--- src/rtl/scan_display_scheduler.sv ---
// Multiplexed display scanner: one-hot COM select with a blanking gap before each digit,
// fed from a double-buffered digit store that swaps only at frame boundaries.
module scan_display_scheduler #(
  parameter int DIGITS = 4,
  parameter int DW     = 4,
  parameter int DWELL  = 2048,
  parameter int BLANK  = 16,
  localparam int AW    = $clog2(DIGITS)
) (
  input  logic              sysClk,
  input  logic              sysRst_n,
  input  logic              wrValid,
  output logic              wrReady,
  input  logic [AW-1:0]     wrAddr,
  input  logic [DW-1:0]     wrData,
  input  logic              commit,
  input  logic [DIGITS-1:0] digitEn,
  output logic [DW-1:0]     boundedData,
  output logic [DIGITS-1:0] COM,
  output logic              frameStart
);

  localparam int CMAX = (DWELL > BLANK) ? DWELL : BLANK;
  localparam int CW   = $clog2(CMAX + 1);

  typedef enum logic {ST_BLANK, ST_DRIVE} state_t;

  state_t            state_reg;
  logic [AW-1:0]     idx_reg;
  logic [CW-1:0]     cnt_reg;
  logic [DIGITS-1:0] com_reg;
  logic [DW-1:0]     data_reg;
  logic              frame_start_reg;
  logic              pending_reg;
  logic [DW-1:0]     shadow_reg [DIGITS];
  logic [DW-1:0]     active_reg [DIGITS];

  logic              wr_accept;
  logic              frame_boundary;
  logic [DIGITS-1:0] wr_hit;
  logic [DIGITS-1:0] idx_onehot;

  assign wr_accept      = wrValid && !pending_reg;
  assign frame_boundary = (state_reg == ST_DRIVE) && (cnt_reg == CW'(DWELL - 1)) &&
                          (idx_reg == AW'(DIGITS - 1));
  assign idx_onehot     = {{(DIGITS-1){1'b0}}, 1'b1} << idx_reg;

  // Out-of-range addresses match no entry, so the handshake completes but data is dropped.
  generate
    for (genvar gi = 0; gi < DIGITS; gi++) begin : g_hit
      assign wr_hit[gi] = wr_accept && (wrAddr == AW'(gi));
    end
  endgenerate

  always_ff @(posedge sysClk or negedge sysRst_n) begin
    if (!sysRst_n) begin
      state_reg       <= ST_BLANK;
      idx_reg         <= '0;
      cnt_reg         <= '0;
      com_reg         <= '0;
      data_reg        <= '0;
      frame_start_reg <= 1'b0;
    end else begin
      frame_start_reg <= 1'b0;
      case (state_reg)
        ST_BLANK: begin
          data_reg <= active_reg[idx_reg];
          if (cnt_reg == CW'(BLANK - 1)) begin
            state_reg <= ST_DRIVE;
            cnt_reg   <= '0;
            com_reg   <= digitEn[idx_reg] ? idx_onehot : '0;
          end else begin
            cnt_reg <= cnt_reg + CW'(1);
          end
        end
        ST_DRIVE: begin
          if (cnt_reg == CW'(DWELL - 1)) begin
            state_reg <= ST_BLANK;
            cnt_reg   <= '0;
            com_reg   <= '0;
            if (idx_reg == AW'(DIGITS - 1)) begin
              idx_reg         <= '0;
              frame_start_reg <= 1'b1;
            end else begin
              idx_reg <= idx_reg + AW'(1);
            end
          end else begin
            cnt_reg <= cnt_reg + CW'(1);
          end
        end
        default: state_reg <= ST_BLANK;
      endcase
    end
  end

  // Writes are blocked while a commit is pending, so the copy always sees a stable shadow.
  always_ff @(posedge sysClk or negedge sysRst_n) begin
    if (!sysRst_n) begin
      pending_reg <= 1'b0;
      for (int i = 0; i < DIGITS; i++) begin
        shadow_reg[i] <= '0;
        active_reg[i] <= '0;
      end
    end else begin
      if (frame_boundary && pending_reg) begin
        pending_reg <= 1'b0;
      end else if (commit && !pending_reg) begin
        pending_reg <= 1'b1;
      end
      for (int i = 0; i < DIGITS; i++) begin
        if (wr_hit[i]) begin
          shadow_reg[i] <= wrData;
        end
        if (frame_boundary && pending_reg) begin
          active_reg[i] <= shadow_reg[i];
        end
      end
    end
  end

  assign wrReady     = !pending_reg;
  assign COM         = com_reg;
  assign boundedData = data_reg;
  assign frameStart  = frame_start_reg;

endmodule
--- config.mk ---
export PLATFORM = sky130hd
export DESIGN_NAME = scan_display_scheduler
export DESIGN_NICKNAME = d
export VERILOG_FILES = /design/src/rtl/scan_display_scheduler.sv
export SDC_FILE = /design/constraint.sdc
export NUM_CORES = 1
export LEC_CHECK = 0
export ABC_AREA = 0
export BUFFER_PORTS_ARGS = -buffer_cell sky130_fd_sc_hd__buf_2
export CORE_ASPECT_RATIO = 2
export CORE_UTILIZATION = 45
export DETAILED_ROUTE_END_ITERATION = 12
export SLEW_MARGIN = 0
export SYNTH_ARGS = -nofsm -noshare
export SYNTH_HDL_FRONTEND = slang
export SYNTH_SLANG_ARGS = --single-unit
--- constraint.sdc ---
create_clock -name sysClk -period 2.2 [get_ports sysClk]
set_input_delay 0.22 -clock sysClk [delete_from_list [all_inputs] [get_ports sysClk]]
set_output_delay 0.22 -clock sysClk [all_outputs]
set_load 0.005 [all_outputs]
==> impl_metrics.py, run 1 <==
metrics = {
    "detailed_routing": {
        "via_count": 1469,
        "wl_per_cell_microns": 16.6,
        "first_pass_iters": 4,
        "route.detailed.drc": 0,
        "drt-total-wl_mm": 4.54,
        "drtIter0Drc": 37,
        "ant_nets": 0,
        "vias_per_cell": 5.38,
    },
    "run": {
        "max_cap_viol_count": 0,
    },
    "setup_path": {
        "critPathLaunch": "cnt_reg[0]",
        "worst_setup_path_start_kind": "flip-flop",
        "reg2reg_slack_ns": 0.14,
        "crit_fanout": 17,
        "r2r-start": "cnt_reg[0]",
        "crit_arrival_ns": 2.27,
        "path_class": "flip-flop to flip-flop",
        "cp.required_ns": 2.40,
        "end_kind": "flip-flop",
    },
    "cts": {
        "clock_latency_ns": 0.32,
        "cts_tree": "built",
        "cts.sinks": 57,
        "post_cts_resized": 0,
        "htreeDepth": 3,
        "postCtsSetupRepairBufs": 0,
        "clk_pin_slew_ns": 0.06,
        "root_buffer": "clkbuf_8",
        "cts.path.max_buffers": 2,
        "numCtsBuffers": 9,
    },
    "yosys": {
        "synth_warnings": 0,
        "synth_top_family_by_area": "multiplexers",
        "synth.net_count": 189,
        "synth-simple-area-share_pct": 9.43,
        "syn_area_per_cell_sq_um": 14.8,
        "syn_area_sq_mm": 0.00251,
        "yosysSeqAreaShare_pct": 56.9,
        "synth-seq-cells": 57,
        "synthMuxAreaShare_pct": 22.9,
        "synth_cells": 170,
        "yosysUniqueCellTypes": 36,
        "synth_compound_gate_area_share_pct": 2.54,
        "synth-xor-area-share_pct": 3.49,
        "synth_adder_area_share_pct": 2.49,
    },
    "timing": {
        "report.final.slew_viol_count": 0,
        "finalWorstSetupSlack_ns": 0.137,
        "tightest_slew_ns": 0.426,
        "max_freq_ghz": 0.485,
        "hold_violations": 0,
        "final.setup.tns_ns": 0,
        "fin_crit_ns": 2.06,
        "worst_clock_skew_ns": 0.00793,
        "final.period_utilization_pct": 93.8,
        "rsz0062_at_grt": "no",
        "timing.hold.ws_ns": 0.0978,
        "final-setup-viol-count": 0,
        "maxSlewHeadroom_pct": 71.6,
    },
    "place": {
        "place_ws_ns": 0.130,
        "port_buffers": 23,
        "dp_hpwl_mm": 3.51,
        "place.gp.congestion": 0.793,
    },
    "layout": {
        "antenna_cells": 0,
        "synthToLayoutAreaGrowth_pct": 16.8,
        "mostFrequentLayoutCell": "dfrtp_1",
        "mostFrequentLayoutCells": "57 x dfrtp_1, 29 x mux2_2, 23 x buf_2, 12 x clkbuf_8, 10 x nor2_1",
        "layout.nets": 227,
        "drive_gt1_share_pct": 43.2,
        "postLayoutCoreUtil_pct": 54.5,
    },
    "worst_hold_path": {
        "min_from": "commit",
        "hold_path.class": "input port to flip-flop",
    },
    "floorplanning": {
        "num_io_pins": 24,
        "start_util_pct": 46.7,
        "row_count": 38,
        "die_h_microns": 108,
        "core_sq_mm": 0.00537,
        "die-area_sq_mm": 0.00590,
        "chipWidth_microns": 54.8,
    },
    "global_routing": {
        "grt_pass1_vias": 1621,
        "overflow": 0,
        "track_usage_pct": 18.6,
        "grt_pass1_wl_mm": 7.51,
        "antenna_found_initial": 0,
        "grt_max_degree": 27,
    },
    "power_and_ir_drop": {
        "leakagePower_uw": 0.00146,
        "power_density_mw_per_mm2": 730,
        "ir_drop_v": 0.000677,
    },
    "outcome": {
        "outcome": "complete, no violations",
    },
}
-- Yosys cell counts (all sizes together) --
master  instances  area [sq um]
mux2           38           462
nor2           10          37.5
nand2b          1          6.26
and3            1          6.26
xor2            6          52.6
o31ai           1          7.51
nand3           5          37.5
o21ai           1          5.00
dfrtp          57          1430
o31a            1          8.76
ha              5          62.6
and4            2          20.0
buf             4          42.5
nor3            1          5.00
nand3b          1          7.51
clkbuf          1          3.75
xnor2           4          35.0
a22o            4          35.0
and2            3          20.0
nand4           4          25.0
nor4bb          2          20.0
nor4            1          6.26
nand2           5          18.8
or3             1          11.3
mux4            5           113
o21a            1          7.51
inv             3          11.3
nor4b           1          8.76
nor2b           1          6.26
-- power by group --
part	total, uW	internal [uW]	switching, uW
registers	1080	1070	12.6
logic	64.7	31.5	33.2
clock network	990	615	375
total	2140	1720	421
-- repair_timing --
item	in CTS	in global routing
hold buffers	1	0
endpoints found under the hold margin	17	0
setup endpoints to repair	0	0
-- routing by layer --
layer	routed length [microns]	part of all wire, %	global-route usage, %	vias up
met3	131	2.9	4.66	10
met1	1660	37	18.3	745
met4	118	2.6	9.52	0
li1	-	-	-	687
met5	0	0	0	-
met2	2630	58	33.2	27
-- stage by stage --
stage / instances / instance area (sq um) / total power, uW
5_1_grt: 273 / 2930 / 2220
2_1_floorplan: 170 / 2510 / 1120
3_5_place_dp: 256 / 2710 / 1170
6_report: 273 / 2930 / 2140
4_1_cts: 273 / 2930 / 2170
3_3_place_gp: 256 / 2710 / 1160
-- path summary, 6_finish.rpt --
| kind | to | cells after the start |
|---|---|---|
| worst max-delay path | active_reg[11] | 5 |
| worst min-delay path | pending_reg | 2 |
| worst max register to register | active_reg[11] | 5 |
| worst min register to register | active_reg[7] | 1 |
| max in group asynchronous | active_reg[3] | 3 |
| min in group asynchronous | COM[1] | 2 |
-- cell families after synthesis --
logic type      Yosys count
mux                      43
flops                    57
fa+ha+maj                 5
simple gates             39
compound gates            8
xor+xnor                 10
buf+inv                   8
-- critical path, cell delays in order (launching register included) --
cell     delay [ns]
dfrtp_1        0.40
ha_1           0.22
and3_1         0.32
nand3_4        0.12
or3_4          0.54
mux2_4         0.34
-- cell type report --
cell class / count / area (sq um)
fillers: 460 / 2440
flip-flops and latches: 57 / 1430
multi-input cells: 105 / 1020
repair buffers: 32 / 185
clock buffers: 14 / 173
well taps: 60 / 75.1
clock inverters: 2 / 35.0
inverters: 3 / 11.3
No activity file was read; power rests on OpenSTA's default activity.
==> inputs of run 2 (changes only) <==
--- a/config.mk
+++ b/config.mk
@@ -8,6 +8,7 @@
 export ABC_AREA = 0
 export BUFFER_PORTS_ARGS = -buffer_cell sky130_fd_sc_hd__buf_2
 export CORE_ASPECT_RATIO = 2
+export CORE_MARGIN = 5
 export CORE_UTILIZATION = 45
 export DETAILED_ROUTE_END_ITERATION = 12
 export SLEW_MARGIN = 0
==> run 2 against run 1 <==
Effect of this change: fmax increased by 0.46%; setup slack better by 0.0094 ns; clock-buffer cell count down 2; non-clock buffer count is 1 lower; sequential power about the same; core utilization down 0.62 points; clock skew shrank 0.00057 ns; highest routed layer unchanged.
==> impl_metrics.py, run 2 (same netlist as run 1, synthesis figures left out) <==
metrics = {
    "outcome": {
        "outcome": "complete, no violations",
    },
    "setup_path": {
        "worst_r2r_path_depth": 5,
        "worst_setup_path_start_kind": "flip-flop",
        "crit_end": "active_reg[3]",
        "r2r-start": "cnt_reg[0]",
        "reg2reg_slack_ns": 0.15,
        "path_class": "flip-flop to flip-flop",
        "crit_arrival_ns": 2.27,
        "critPathLaunch": "cnt_reg[0]",
        "crit_fanout": 17,
        "end_kind": "flip-flop",
        "cp.required_ns": 2.42,
        "r2r-end": "active_reg[3]",
    },
    "timing": {
        "final.period_utilization_pct": 93.3,
        "final.setup.tns_ns": 0,
        "finalWorstSetupSlack_ns": 0.146,
        "fin_crit_ns": 2.05,
        "worst_clock_skew_ns": 0.00736,
        "hold_violations": 0,
        "max_freq_ghz": 0.487,
        "rsz0062_at_grt": "no",
        "tightest_slew_ns": 0.594,
        "maxSlewHeadroom_pct": 60.4,
        "report.final.slew_viol_count": 0,
        "final-setup-viol-count": 0,
    },
    "power_and_ir_drop": {
        "ir_drop_v": 0.000499,
        "power_density_mw_per_mm2": 724,
        "leakagePower_uw": 0.00145,
    },
    "detailed_routing": {
        "drt-total-wl_mm": 4.74,
        "first_pass_iters": 4,
        "route.detailed.drc": 0,
        "wl_per_cell_microns": 17.5,
        "vias_per_cell": 5.49,
        "ant_nets": 0,
        "drtIter0Drc": 92,
        "via_count": 1489,
    },
    "floorplanning": {
        "chipWidth_microns": 62.8,
        "num_io_pins": 24,
        "core_sq_mm": 0.00542,
        "start_util_pct": 46.3,
        "die_h_microns": 116,
        "row_count": 38,
        "die-area_sq_mm": 0.00726,
    },
    "layout": {
        "nFillCells": 474,
        "synthToLayoutAreaGrowth_pct": 16.5,
        "layout.nets": 226,
        "mostFrequentLayoutCells": "57 x dfrtp_1, 29 x mux2_2, 23 x buf_2, 11 x clkbuf_8, 10 x nor2_1",
        "final_cells": 271,
        "drive_gt1_share_pct": 43.1,
        "mostFrequentLayoutCell": "dfrtp_1",
        "antenna_cells": 0,
    },
    "cts": {
        "htreeDepth": 3,
        "cts.path.max_buffers": 2,
        "cts.sinks": 57,
        "cts_tree": "built",
        "root_buffer": "clkbuf_8",
        "numCtsBuffers": 9,
        "clk_pin_slew_ns": 0.06,
        "clock_latency_ns": 0.33,
    },
    "worst_hold_path": {
        "holdPathStages": 2,
        "hold_path.class": "input port to flip-flop",
    },
    "place": {
        "place_ws_ns": 0.157,
        "dp_hpwl_mm": 3.62,
        "port_buffers": 23,
        "dp_cells": 255,
        "place.gp.congestion": 0.773,
    },
    "global_routing": {
        "overflow": 0,
        "grt_max_degree": 34,
        "track_usage_pct": 14.3,
        "antenna_found_initial": 0,
        "grt_pass1_vias": 1640,
        "grt_pass1_wl_mm": 7.91,
    },
    "run": {
        "max_cap_viol_count": 0,
    },
}
==> run 2: cell count changes in the layout (fill, tap and decap cells not counted), sizes merged <==
cell,change
clkinv,+1
buf,-1
clkbuf,-2
==> run 2: repair_timing <==
action | CTS | global route
endpoints found under the hold margin | 24 | 0
buffers inserted | 0 | 0
hold buffers | 1 | 0
gates resized for setup | 0 | 0
==> run 2: worst min path at each step <==
stage                  start           to  slack [ns]
floorplan           sysRst_n       COM[0]       -0.08
global placement    sysRst_n   cnt_reg[5]        0.23
detailed placement  sysRst_n   cnt_reg[7]        0.25
CTS                   commit  pending_reg        0.08
global route          commit  pending_reg        0.08
finish                commit  pending_reg        0.09
==> run 2: metrics by stage <==
step	power, uW	area, sq um	utilization (%)	hold slack [ns]
after detailed placement	1170	2720	50.1	0.254
after floorplan	1120	2510	-	-0.0756
final	2120	2920	53.9	0.0916
after global placement	1160	2720	50.1	0.233
after CTS	2140	2920	53.9	0.0775
after global routing	2200	2920	53.9	0.0757
==> run 2: power breakdown <==
group / switching (uW) / internal [uW]
combinational: 33.2 / 32.8
sequential: 12.2 / 1070
clock: 391 / 575
==> run 2: cell type report <==
class | count | area (sq um) | area share, %
Clock buffer | 12 | 155 | 5.31
Clock inverter | 3 | 40.0 | 1.37
Inverter | 3 | 11.3 | 0.385
Multi-Input combinational cell | 105 | 1020 | 35.1
Sequential cell | 57 | 1430 | 48.8
Tap cell | 60 | 75.1 | 2.57
Timing Repair Buffer | 31 | 190 | 6.51
==> run 2: layer usage <==
metal  global-route usage, %  wire (microns)  vias to the layer above
li1                        -               -                      682
met1                    15.0            1790                      755
met2                    25.4            2650                       36
met3                    4.36             171                       16
met4                    7.22             127                        0
met5                       0               0                        -
==> run 2: worst max-delay path, cell delays in order, from the launching register on <==
cell and delay [ns]:
dfrtp_1 0.40, ha_1 0.23, and3_1 0.32, nand3_4 0.12
or3_4 0.54, mux2_4 0.34
